## src/rtl/apb_arbiter.sv

```systemverilog
// apb_arbiter
//   Round-robin arbiter that shares one APB master port between NUM_REQ
//   requesters. Runs the IDLE -> SETUP -> ACCESS protocol for the winner and
//   returns read data, error status and a single-cycle ack. ACCESS phases that
//   run TIMEOUT cycles without PREADY are aborted with an error (TIMEOUT=0
//   disables the abort).
//
// Ports
//   PCLK, PRESETn         clock, asynchronous active-low reset
//   req_valid/req_write   per-requester request and direction (1 = write)
//   req_addr/req_wdata    packed per-requester address / write data
//   req_ack               one-hot, one-cycle completion pulse
//   rsp_rdata/rsp_err     response of the last completion (held until the next)
//   PSEL..PWDATA          APB master outputs
//   PRDATA/PREADY/PSLVERR APB slave responses
//
// state  | meaning
// IDLE   | no transfer; arbitrate unless an ack is being presented this cycle
// SETUP  | PSEL=1, PENABLE=0, one cycle
// ACCESS | PSEL=1, PENABLE=1, wait for PREADY or timeout
module apb_arbiter #(
  parameter int NUM_REQ = 2,
  parameter int ADDR_W  = 32,
  parameter int DATA_W  = 32,
  parameter int TIMEOUT = 16
) (
  input  logic                      PCLK,
  input  logic                      PRESETn,
  input  logic [NUM_REQ-1:0]        req_valid,
  input  logic [NUM_REQ-1:0]        req_write,
  input  logic [NUM_REQ*ADDR_W-1:0] req_addr,
  input  logic [NUM_REQ*DATA_W-1:0] req_wdata,
  output logic [NUM_REQ-1:0]        req_ack,
  output logic [DATA_W-1:0]         rsp_rdata,
  output logic                      rsp_err,
  output logic                      PSEL,
  output logic                      PENABLE,
  output logic [ADDR_W-1:0]         PADDR,
  output logic                      PWRITE,
  output logic [DATA_W-1:0]         PWDATA,
  input  logic [DATA_W-1:0]         PRDATA,
  input  logic                      PREADY,
  input  logic                      PSLVERR
);

  localparam int IDX_W = (NUM_REQ > 1) ? $clog2(NUM_REQ) : 1;
  localparam int CNT_W = (TIMEOUT > 0) ? $clog2(TIMEOUT + 1) : 1;

  typedef enum logic [1:0] {
    ST_IDLE   = 2'd0,
    ST_SETUP  = 2'd1,
    ST_ACCESS = 2'd2
  } state_t;

  state_t           state;
  logic [IDX_W-1:0] rr_ptr;
  logic [IDX_W-1:0] winner;
  logic [CNT_W-1:0] to_cnt;

  logic             arb_found;
  logic [IDX_W-1:0] arb_idx;
  logic [IDX_W-1:0] rr_next;
  logic             timeout_hit;
  int               cand;

  // Search upward from rr_ptr with wrap; first valid requester wins.
  always_comb begin
    arb_found = 1'b0;
    arb_idx   = '0;
    cand      = 0;
    for (int k = 0; k < NUM_REQ; k++) begin
      cand = int'(rr_ptr) + k;
      if (cand >= NUM_REQ) cand = cand - NUM_REQ;
      if (!arb_found && req_valid[cand[IDX_W-1:0]]) begin
        arb_found = 1'b1;
        arb_idx   = cand[IDX_W-1:0];
      end
    end
  end

  assign rr_next     = (winner == IDX_W'(NUM_REQ - 1)) ? '0 : winner + 1'b1;
  assign timeout_hit = (TIMEOUT > 0) && (to_cnt == CNT_W'(TIMEOUT));

  always_ff @(posedge PCLK or negedge PRESETn) begin
    if (!PRESETn) begin
      state     <= ST_IDLE;
      rr_ptr    <= '0;
      winner    <= '0;
      to_cnt    <= '0;
      req_ack   <= '0;
      rsp_rdata <= '0;
      rsp_err   <= 1'b0;
      PSEL      <= 1'b0;
      PENABLE   <= 1'b0;
      PADDR     <= '0;
      PWRITE    <= 1'b0;
      PWDATA    <= '0;
    end else begin
      req_ack <= '0;
      case (state)
        ST_IDLE: begin
          PSEL    <= 1'b0;
          PENABLE <= 1'b0;
          // Skip arbitration while the previous ack is visible, so the acked
          // requester has one cycle to withdraw before being considered again.
          if (arb_found && (req_ack == '0)) begin
            winner <= arb_idx;
            PADDR  <= req_addr[int'(arb_idx)*ADDR_W +: ADDR_W];
            PWDATA <= req_wdata[int'(arb_idx)*DATA_W +: DATA_W];
            PWRITE <= req_write[arb_idx];
            PSEL   <= 1'b1;
            to_cnt <= '0;
            state  <= ST_SETUP;
          end
        end
        ST_SETUP: begin
          PENABLE <= 1'b1;
          // Counting starts here so the first ACCESS cycle sees a count of 1.
          if (!timeout_hit && TIMEOUT > 0) to_cnt <= to_cnt + 1'b1;
          state <= ST_ACCESS;
        end
        ST_ACCESS: begin
          if (PREADY || timeout_hit) begin
            PSEL            <= 1'b0;
            PENABLE         <= 1'b0;
            req_ack[winner] <= 1'b1;
            rsp_err         <= PREADY ? PSLVERR : 1'b1;
            rsp_rdata       <= (PREADY && !PWRITE) ? PRDATA : '0;
            rr_ptr          <= rr_next;
            state           <= ST_IDLE;
          end else if (TIMEOUT > 0) begin
            to_cnt <= to_cnt + 1'b1;
          end
        end
        default: begin
          PSEL    <= 1'b0;
          PENABLE <= 1'b0;
          state   <= ST_IDLE;
        end
      endcase
    end
  end

endmodule

```

## config.mk

```make
export PLATFORM = sky130hd
export DESIGN_NAME = apb_arbiter
export DESIGN_NICKNAME = d
export VERILOG_FILES = /design/src/rtl/apb_arbiter.sv
export SDC_FILE = /design/constraint.sdc
export NUM_CORES = 1
export LEC_CHECK = 0
export ABC_AREA = 1
export CAP_MARGIN = 5
export CORE_MARGIN = 2
export CORE_UTILIZATION = 35
export CTS_CLUSTER_SIZE = 8
export DETAILED_ROUTE_END_ITERATION = 10
export PLACE_DENSITY = 0.71
export SLEW_MARGIN = 25
export SYNTH_ARGS = -nofsm -noshare
export SYNTH_HDL_FRONTEND = slang
export SYNTH_SLANG_ARGS = --single-unit
```

## constraint.sdc

```tcl
create_clock -name PCLK -period 2.51 [get_ports PCLK]
set_clock_uncertainty 0.2 [all_clocks]
set_input_delay 0.502 -clock PCLK [delete_from_list [all_inputs] [get_ports PCLK]]
set_output_delay 0.502 -clock PCLK [all_outputs]
set_load 0.01 [all_outputs]
```

== Yosys cells after proc, flatten, opt, wreduce, memory -nomap -nowiden ==
Cells that the tools add are included.

* Mux-type cells: 30
* Order comparisons: 7
* Add/subtract/negate cells: 5
* Bitwise logic cells: 1
* Equal/unequal tests: 7
* Reductions and logical operators: 15
* Shifts and indexed selects: 2

{| class="wikitable"
|+ Operators by type and width
! kind !! count
|-
| $shiftx A64 B7 Y32 || 2
|-
| $mux W32 || 1
|-
| $mux W1 || 17
|-
| $mux W5 || 3
|-
| $pmux W5 S3 || 1
|-
| $lt A1 B2 Y1 const B || 4
|-
| $mux W2 || 4
|-
| $ne A2 B2 Y1 const B || 4
|-
| $reduce_and A2 Y1 || 4
|-
| $pmux W2 S3 || 1
|-
| $add A5 B1 Y5 const B || 1
|-
| $eq A5 B5 Y1 const B || 1
|-
| $logic_and A1 B1 Y1 || 4
|-
| $logic_not A2 Y1 || 2
|-
| $reduce_and A4 Y1 || 1
|-
| $pmux W1 S3 || 1
|-
| $reduce_bool A3 Y1 || 1
|-
| $add A1 B1 Y2 const B || 1
|-
| $eq A2 B1 Y1 const B || 1
|-
| $eq A2 B2 Y1 const B || 1
|-
| $ge A1 B2 Y1 const B || 1
|-
| $ge A2 B2 Y1 const B || 1
|-
| $logic_not A1 Y1 || 2
|-
| $pmux W1 S2 || 1
|-
| 6 further kinds || 7
|}

* Register bits: 111
* Bits of input ports: 168
* Word-level logic and storage cells: 79

== Depth between registers and ports, before layout ==
Gate-level depths: netlist of run 1.

* Depth in word-level cells: 11
* Mapped depth: 11

== Worst setup path after synthesis of run 1 ==
Ideal clock, no wire load.

* Kind: register to register
* From: register state[0]
* To: register to_cnt[2]
* Cell stages (with the launch flop): 10
* Arrival time: 1.363 ns
* Path slack: 0.830 ns
* Required time: 2.193 ns
* Setup time: 0.117 ns
* Path through: dfrtp_1 inv_1 ha_1 inv_2 buf_4 a21oi_1 nor2_2 nand2_2 nand2_1 nand2_1

* Cells in the longest elaborated chain, start to end: 3
* Elaborated cells between the ends (all ways): 9
* Those cells by class: eq/ne: 5; mux: 1; reduce/logical: 3

{| class="wikitable"
|+ Ends and longest elaborated chain
! what !! line !! RTL
|-
| from (decl) || 55 || <nowiki>state_t state;</nowiki>
|-
| from (signal assigned) || 86 || <nowiki>state <= ST_IDLE;</nowiki>
|-
| from (signal assigned) || 113 || <nowiki>state <= ST_SETUP;</nowiki>
|-
| from (signal assigned) || 120 || <nowiki>state <= ST_ACCESS;</nowiki>
|-
| $eq A2 B2 Y1, or another cell as far along || 100 || <nowiki>case (state)</nowiki>
|-
| $ne A2 B2 Y1 (no line) or $reduce_bool A3 Y1 (tied branches) || - ||
|-
| $reduce_and A4 Y1 (no line) || - ||
|-
| to (signal assigned) || 119 || <nowiki>if (!timeout_hit && TIMEOUT > 0) to_cnt <= to_cnt + 1'b1;</nowiki>
|-
| to (signal assigned) || 132 || <nowiki>to_cnt <= to_cnt + 1'b1;</nowiki>
|-
| to (decl) || 58 || <nowiki>logic [CNT_W-1:0] to_cnt;</nowiki>
|}

Several ways; a longest one is shown, not always the timed one.
A chain may end at the register's enable or synchronous reset.

== Final worst setup path of run 1 ==
* From: register PWDATA[9]
* To: output PWDATA[9]

{| class="wikitable"
|+ RTL lines
! what !! line !! RTL
|-
| from (decl) || 40 || <nowiki>output logic [DATA_W-1:0] PWDATA,</nowiki>
|-
| from (signal assigned) || 109 || <nowiki>PWDATA <= req_wdata[int'(arb_idx)*DATA_W +: DATA_W];</nowiki>
|}

No word-level cell between the ends.

==> run_results.csv, run 1 <==
group,metric,value,unit
place,dp_hpwl,12030,um
finish,drive_gt1_frac,0.08847,
grt,grt_pass1_wl,27350,um
place,place_congestion,0.8030,
timing,fin_crit,2.006,ns
worst_setup_path,crit_path_max_incr_delay,0.59,ns
timing,fmax,498.5,MHz
status,outcome,"finished clean",
place,placed_area,0.008108,sq mm
cts,path_clk_slew,0.07,ns
worst_setup_path,required,1.81,ns
timing,setup_viol,0,
timing,fin_crit_sh,0.7993,
worst_setup_path,cp_slowest_cell,"clkdlybuf4s50_1",
finish,area_growth,61.03,%
yosys,synthesis.instances,602,
worst_setup_path,crit_chain,"clkdlybuf4s50_1",
finish,layout.cells.most_common_list,"268 x clkdlybuf4s50_1, 120 x o21ai_0, 111 x dfrtp_1, 99 x o21ai_1, 77 x nand2_1",
grt,gr-total-overflow,0,
finish,fin_area,0.008428,sq mm
worst_setup_path,endpoint_kind,"output port",
finish,final_common_cell,"clkdlybuf4s50_1",
timing,finalHoldViolCount,0,
cts,h-tree-depth,3,
floorplanning,die_y,126.3,um
route,vias_per_cell,4.910,
cts,clk-insertion-delay-late,0.35,ns
floorplanning,num_rows,44,
finish,diodes,0,
pwr,vdd_drop_max,489.0,uV
yosys,synth.avg_cell_area,8.694,sq um
cts,cts_max_path_buffers,2,
grt,track_usage,0.2156,
timing,max_slew_margin,0.6666,
timing,worst_slew_pin_slew,0.5001,ns
floorplanning,die_x,126.3,um
floorplanning,start_util,0.3587,
place,port_buffers,269,
floorplanning,coreArea,0.01459,sq mm
timing,rsz0062_at_grt,"no",
cts,cts_sinks,111,
route,drt-initial-drc-count,323,
cts,ctsResizeCount,0,
cts,cts_tree,"yes",
place,dp_cells,1026,
worst_setup_path,path_delay_family,"buffers and inverters",
yosys,yosysUniqueCellTypes,21,
route,drtPass1Iterations,4,
worst_setup_path,timing_worst_setup_path_type,"flip-flop to output port",
finish,final_cells,1043,
finish,nNetsFinal,1028,
pwr,power_density,1083,mW/mm^2
route,drc_errors,0,
cts,cts-root-buf,"clkbuf_16",
route,drt-wirelength-per-cell,16.21,um
route,ant_nets,0,
flow_run,drv_cap,0,
cts,numCtsBuffers,9,
pwr,p_leak,3.502,nW
worst_setup_path,crit_buf_inv,1,
grt,antenna_found_initial,0,
worst_setup_path,arrival,1.30,ns
grt,grt_pass1_vias,5124,
route,wl,16900,um
yosys,yosys_warnings,0,
timing,holdWs,0.2811,ns
worst_setup_path,crit_fanout,2,
worst_setup_path,worstSetupStartpointType,"flip-flop",
yosys,synth_nets,776,
yosys,synth-seq-cells,111,
pwr,power,0.009127,W
hold_path,min_path_type,"flip-flop to flip-flop",
route,num_vias,5121,
floorplanning,die_area,0.01595,sq mm
timing,fin_tns_setup,0,ns
timing,drv_slew,0,
grt,grt_start_max_net_pins,52,
floorplanning,ioPinCount,270,
yosys,syn_area,0.005234,sq mm
yosys,seq_area_frac_synth,0.5307,
-- logic make-up after synthesis --
group           after synthesis  share of synthesized area
compound gates              237                     0.2379
fa+ha+maj                     6                    0.01434
buf+inv                      64                    0.06717
flops                       111                     0.5307
simple gates                184                     0.1499
-- Yosys cell counts, drive strengths merged --
cell | number | share of area
nand2 | 96 | 0.080
dfrtp | 111 | 0.53
buf | 31 | 0.044
nor2 | 78 | 0.060
o21ai | 234 | 0.23
ha | 6 | 0.014
nand3 | 10 | 0.0096
o21a | 1 | 0.0014
inv | 18 | 0.013
a21oi | 2 | 0.0019
clkbuf | 15 | 0.011
-- what timing repair did --
item                                   4_1_cts  5_1_grt
hold buffers                                 1        0
setup buffers                                0        0
endpoints found under the hold margin       29        0
-- path summary, 6_finish.rpt --
path                           start            to  slack [ns]  cells past startpoint
max                        PWDATA[9]     PWDATA[9]        0.50                      1
min                           winner    req_ack[0]        0.28                      1
max reg2reg                 state[0]     to_cnt[3]        0.53                      8
min reg2reg                   winner    req_ack[0]        0.28                      1
max in group asynchronous    PRESETn     PWDATA[6]        1.07                      3
min in group asynchronous    PRESETn  rsp_rdata[6]        0.43                      2
-- power by group --
part / internal [W] / switching [W] / total [W] / leakage [nW]
Combinational: 0.00231 / 0.00225 / 0.00457 / 1.94
Sequential: 0.00260 / 0.000442 / 0.00304 / 1.40
Clock: 0.000855 / 0.000668 / 0.00152 / 0.156
Total: 0.00576 / 0.00336 / 0.00913 / 3.50
-- routing by layer --
metal,vias to the layer above,track usage,part of all wire
met5,-,0,0
met4,0,0.09179,0.026
met3,22,0.04163,0.053
met2,157,0.3669,0.51
met1,2425,0.2679,0.41
li1,2517,-,-
-- metrics by stage --
stage / setup slack [ns] / util
after CTS: 0.4736 / 0.5777
after detailed placement: 0.1692 / 0.5557
after floorplan: 0.8298 / -
final: 0.5038 / 0.5777
after global routing: 0.3579 / 0.5777
after global placement: 0.2678 / 0.5557
-- sequential cells by signal, summed over array words and instances (netlist names) --
signal,flops
PWDATA,32
rr_ptr,1
PENABLE,1
to_cnt,5
winner,1
rsp_err,1
PWRITE,1
req_ack,2
PSEL,1
rsp_rdata,32
PADDR,32
state,2
-- layout make-up --
cell class              count  area [sq um]
clock buffers              13         270.3
clock inverters             3         40.04
fillers                  1313          6161
inverters                  18         67.56
multi-input cells         427          2115
flip-flops and latches    111          2778
well taps                 184         230.2
repair buffers            287          2928
Power figures use the tool's default switching activity.
==> run 2: changes to the inputs <==
==> constraint.sdc (replaced) <==
create_clock -name PCLK -period 1.93 [get_ports PCLK]
set_clock_uncertainty 0.2 [all_clocks]
set_input_delay 0.386 -clock PCLK [delete_from_list [all_inputs] [get_ports PCLK]]
set_output_delay 0.386 -clock PCLK [all_outputs]
set_load 0.01 [all_outputs]
==> run_results.csv, run 2 (synthesized netlist as in run 1, its figures left out) <==
group,metric,value,unit
timing,worst_slew_pin_slew,0.3545,ns
worst_setup_path,endpoint_kind,"output port",
finish,multi_input_area,0.002115,sq mm
timing,setup_viol,0,
worst_setup_path,crit_chain,"clkdlybuf4s50_1",
cts,cts_tree,"yes",
pwr,vdd_drop_max,705.2,uV
place,place_ws,-0.1167,ns
cts,cts_sinks,111,
route,drt-initial-drc-count,319,
worst_setup_path,crit_fanout,2,
finish,ff_latch_area,0.002778,sq mm
cts,numCtsBuffers,9,
place,placed_area,0.008285,sq mm
worst_setup_path,required,1.34,ns
timing,rsz0062_at_grt,"no",
worst_setup_path,cp_slowest_cell,"clkdlybuf4s50_1",
finish,diodes,0,
finish,fin_area,0.008588,sq mm
cts,path_clk_slew,0.07,ns
finish,layout.cells.most_common_list,"268 x clkdlybuf4s50_1, 120 x o21ai_0, 111 x dfrtp_1, 99 x o21ai_1, 77 x nand2_1",
route,drc_errors,0,
timing,fmax,523.5,MHz
cts,h-tree-depth,3,
pwr,p_leak,3.582,nW
finish,nFillCells,1311,
grt,grt_start_max_net_pins,52,
grt,grt_pass1_wl,27150,um
status,outcome,"finished clean",
finish,drive_gt1_frac,0.1019,
place,port_buffers,269,
floorplanning,coreArea,0.01459,sq mm
grt,antenna_found_initial,0,
finish,final_common_cell,"clkdlybuf4s50_1",
grt,track_usage,0.2153,
route,drt-wirelength-per-cell,16.17,um
worst_setup_path,worstSetupStartpointType,"flip-flop",
route,drtPass1Iterations,6,
flow_run,drv_cap,0,
finish,area_growth,64.09,%
worst_setup_path,path_delay_family,"buffers and inverters",
timing,finalHoldViolCount,0,
worst_setup_path,crit_buf_inv,1,
floorplanning,die_y,126.3,um
worst_setup_path,arrival,1.32,ns
finish,top_regs,"PADDR: 32 flops, PWDATA: 32 flops, rsp_rdata: 32 flops",
cts,cts-root-buf,"clkbuf_16",
place,dp_hpwl,12370,um
hold_path,min_path_type,"flip-flop to flip-flop",
floorplanning,die_area,0.01595,sq mm
finish,nNetsFinal,1042,
cts,ctsResizeCount,0,
worst_setup_path,timing_worst_setup_path_type,"flip-flop to output port",
cts,cts_max_path_buffers,2,
grt,grt_pass1_vias,4980,
route,wl,17090,um
pwr,power,0.01194,W
timing,fin_crit,1.910,ns
timing,fin_crit_sh,0.9898,
grt,gr-total-overflow,0,
floorplanning,num_rows,44,
route,ant_nets,0,
route,num_vias,5158,
floorplanning,ioPinCount,270,
cts,clk-insertion-delay-late,0.35,ns
route,vias_per_cell,4.880,
timing,setup_ws,0.01974,ns
place,place_congestion,0.8209,
timing,drv_slew,0,
timing,max_slew_margin,0.7637,
floorplanning,die_x,126.3,um
pwr,power_density,1390,mW/mm^2
worst_setup_path,crit_path_max_incr_delay,0.56,ns
floorplanning,start_util,0.3587,
[run 2: cell types whose count changed in the layout (fill, tap and decap cells not counted)]
cell,previous run,this run
clkbuf_8,3,2
clkbuf_1,1,2
buf_4,10,17
clkinvlp_4,0,1
bufinv_16,1,0
buf_12,8,15
[run 2: worst paths after layout]
check / cells after the start / startpoint / endpoint / slack, ns
min in group asynchronous: 2 / PRESETn / rsp_rdata[12] / 0.30
max: 1 / PWDATA[28] / PWDATA[28] / 0.02
min: 1 / winner / req_ack[0] / 0.29
max in group asynchronous: 3 / PRESETn / PWDATA[28] / 0.68
max reg2reg: 8 / state[0] / to_cnt[4] / 0.20
min reg2reg: 1 / winner / req_ack[0] / 0.29
[run 2: layer usage]
layer	part of all wire	vias up	track usage	routed length [um]
li1	-	2544	-	-
met1	0.39	2411	0.2613	6717
met2	0.51	169	0.3659	8776
met3	0.062	34	0.05607	1068
met4	0.031	0	0.08533	530
met5	0	-	0	0
[run 2: layout make-up]
class | instances | area share
tap | 184 | 0.02681
clock buffer | 13 | 0.03030
multi-input combinational | 427 | 0.2462
clock inverter | 3 | 0.002040
sequential | 111 | 0.3234
inverter | 18 | 0.007867
timing repair buffer | 301 | 0.3633
[run 2: report_power, final]
| group | internal, W | total (W) | switching [W] |
|---|---|---|---|
| registers | 0.00338 | 0.00397 | 0.000590 |
| clock network | 0.000945 | 0.00178 | 0.000833 |
| logic | 0.00320 | 0.00619 | 0.00299 |
[run 2: timing repair]
action                                  in CTS  in global routing
hold endpoints to repair                    21                  0
setup buffers                                0                  2
hold buffers                                 1                  0
endpoints found under the setup margin       0                  6
[run 2: stage by stage]
step	hold slack, ns	util	instances	setup TNS (ns)
after detailed placement	0.1184	0.5679	1038	-3.339
after global routing	0.3073	0.5887	1057	0
after global placement	0.1270	0.5679	1038	-2.575
after CTS	0.2802	0.5877	1055	0
after floorplan	-0.1096	-	602	0
final	0.2857	0.5887	1057	0
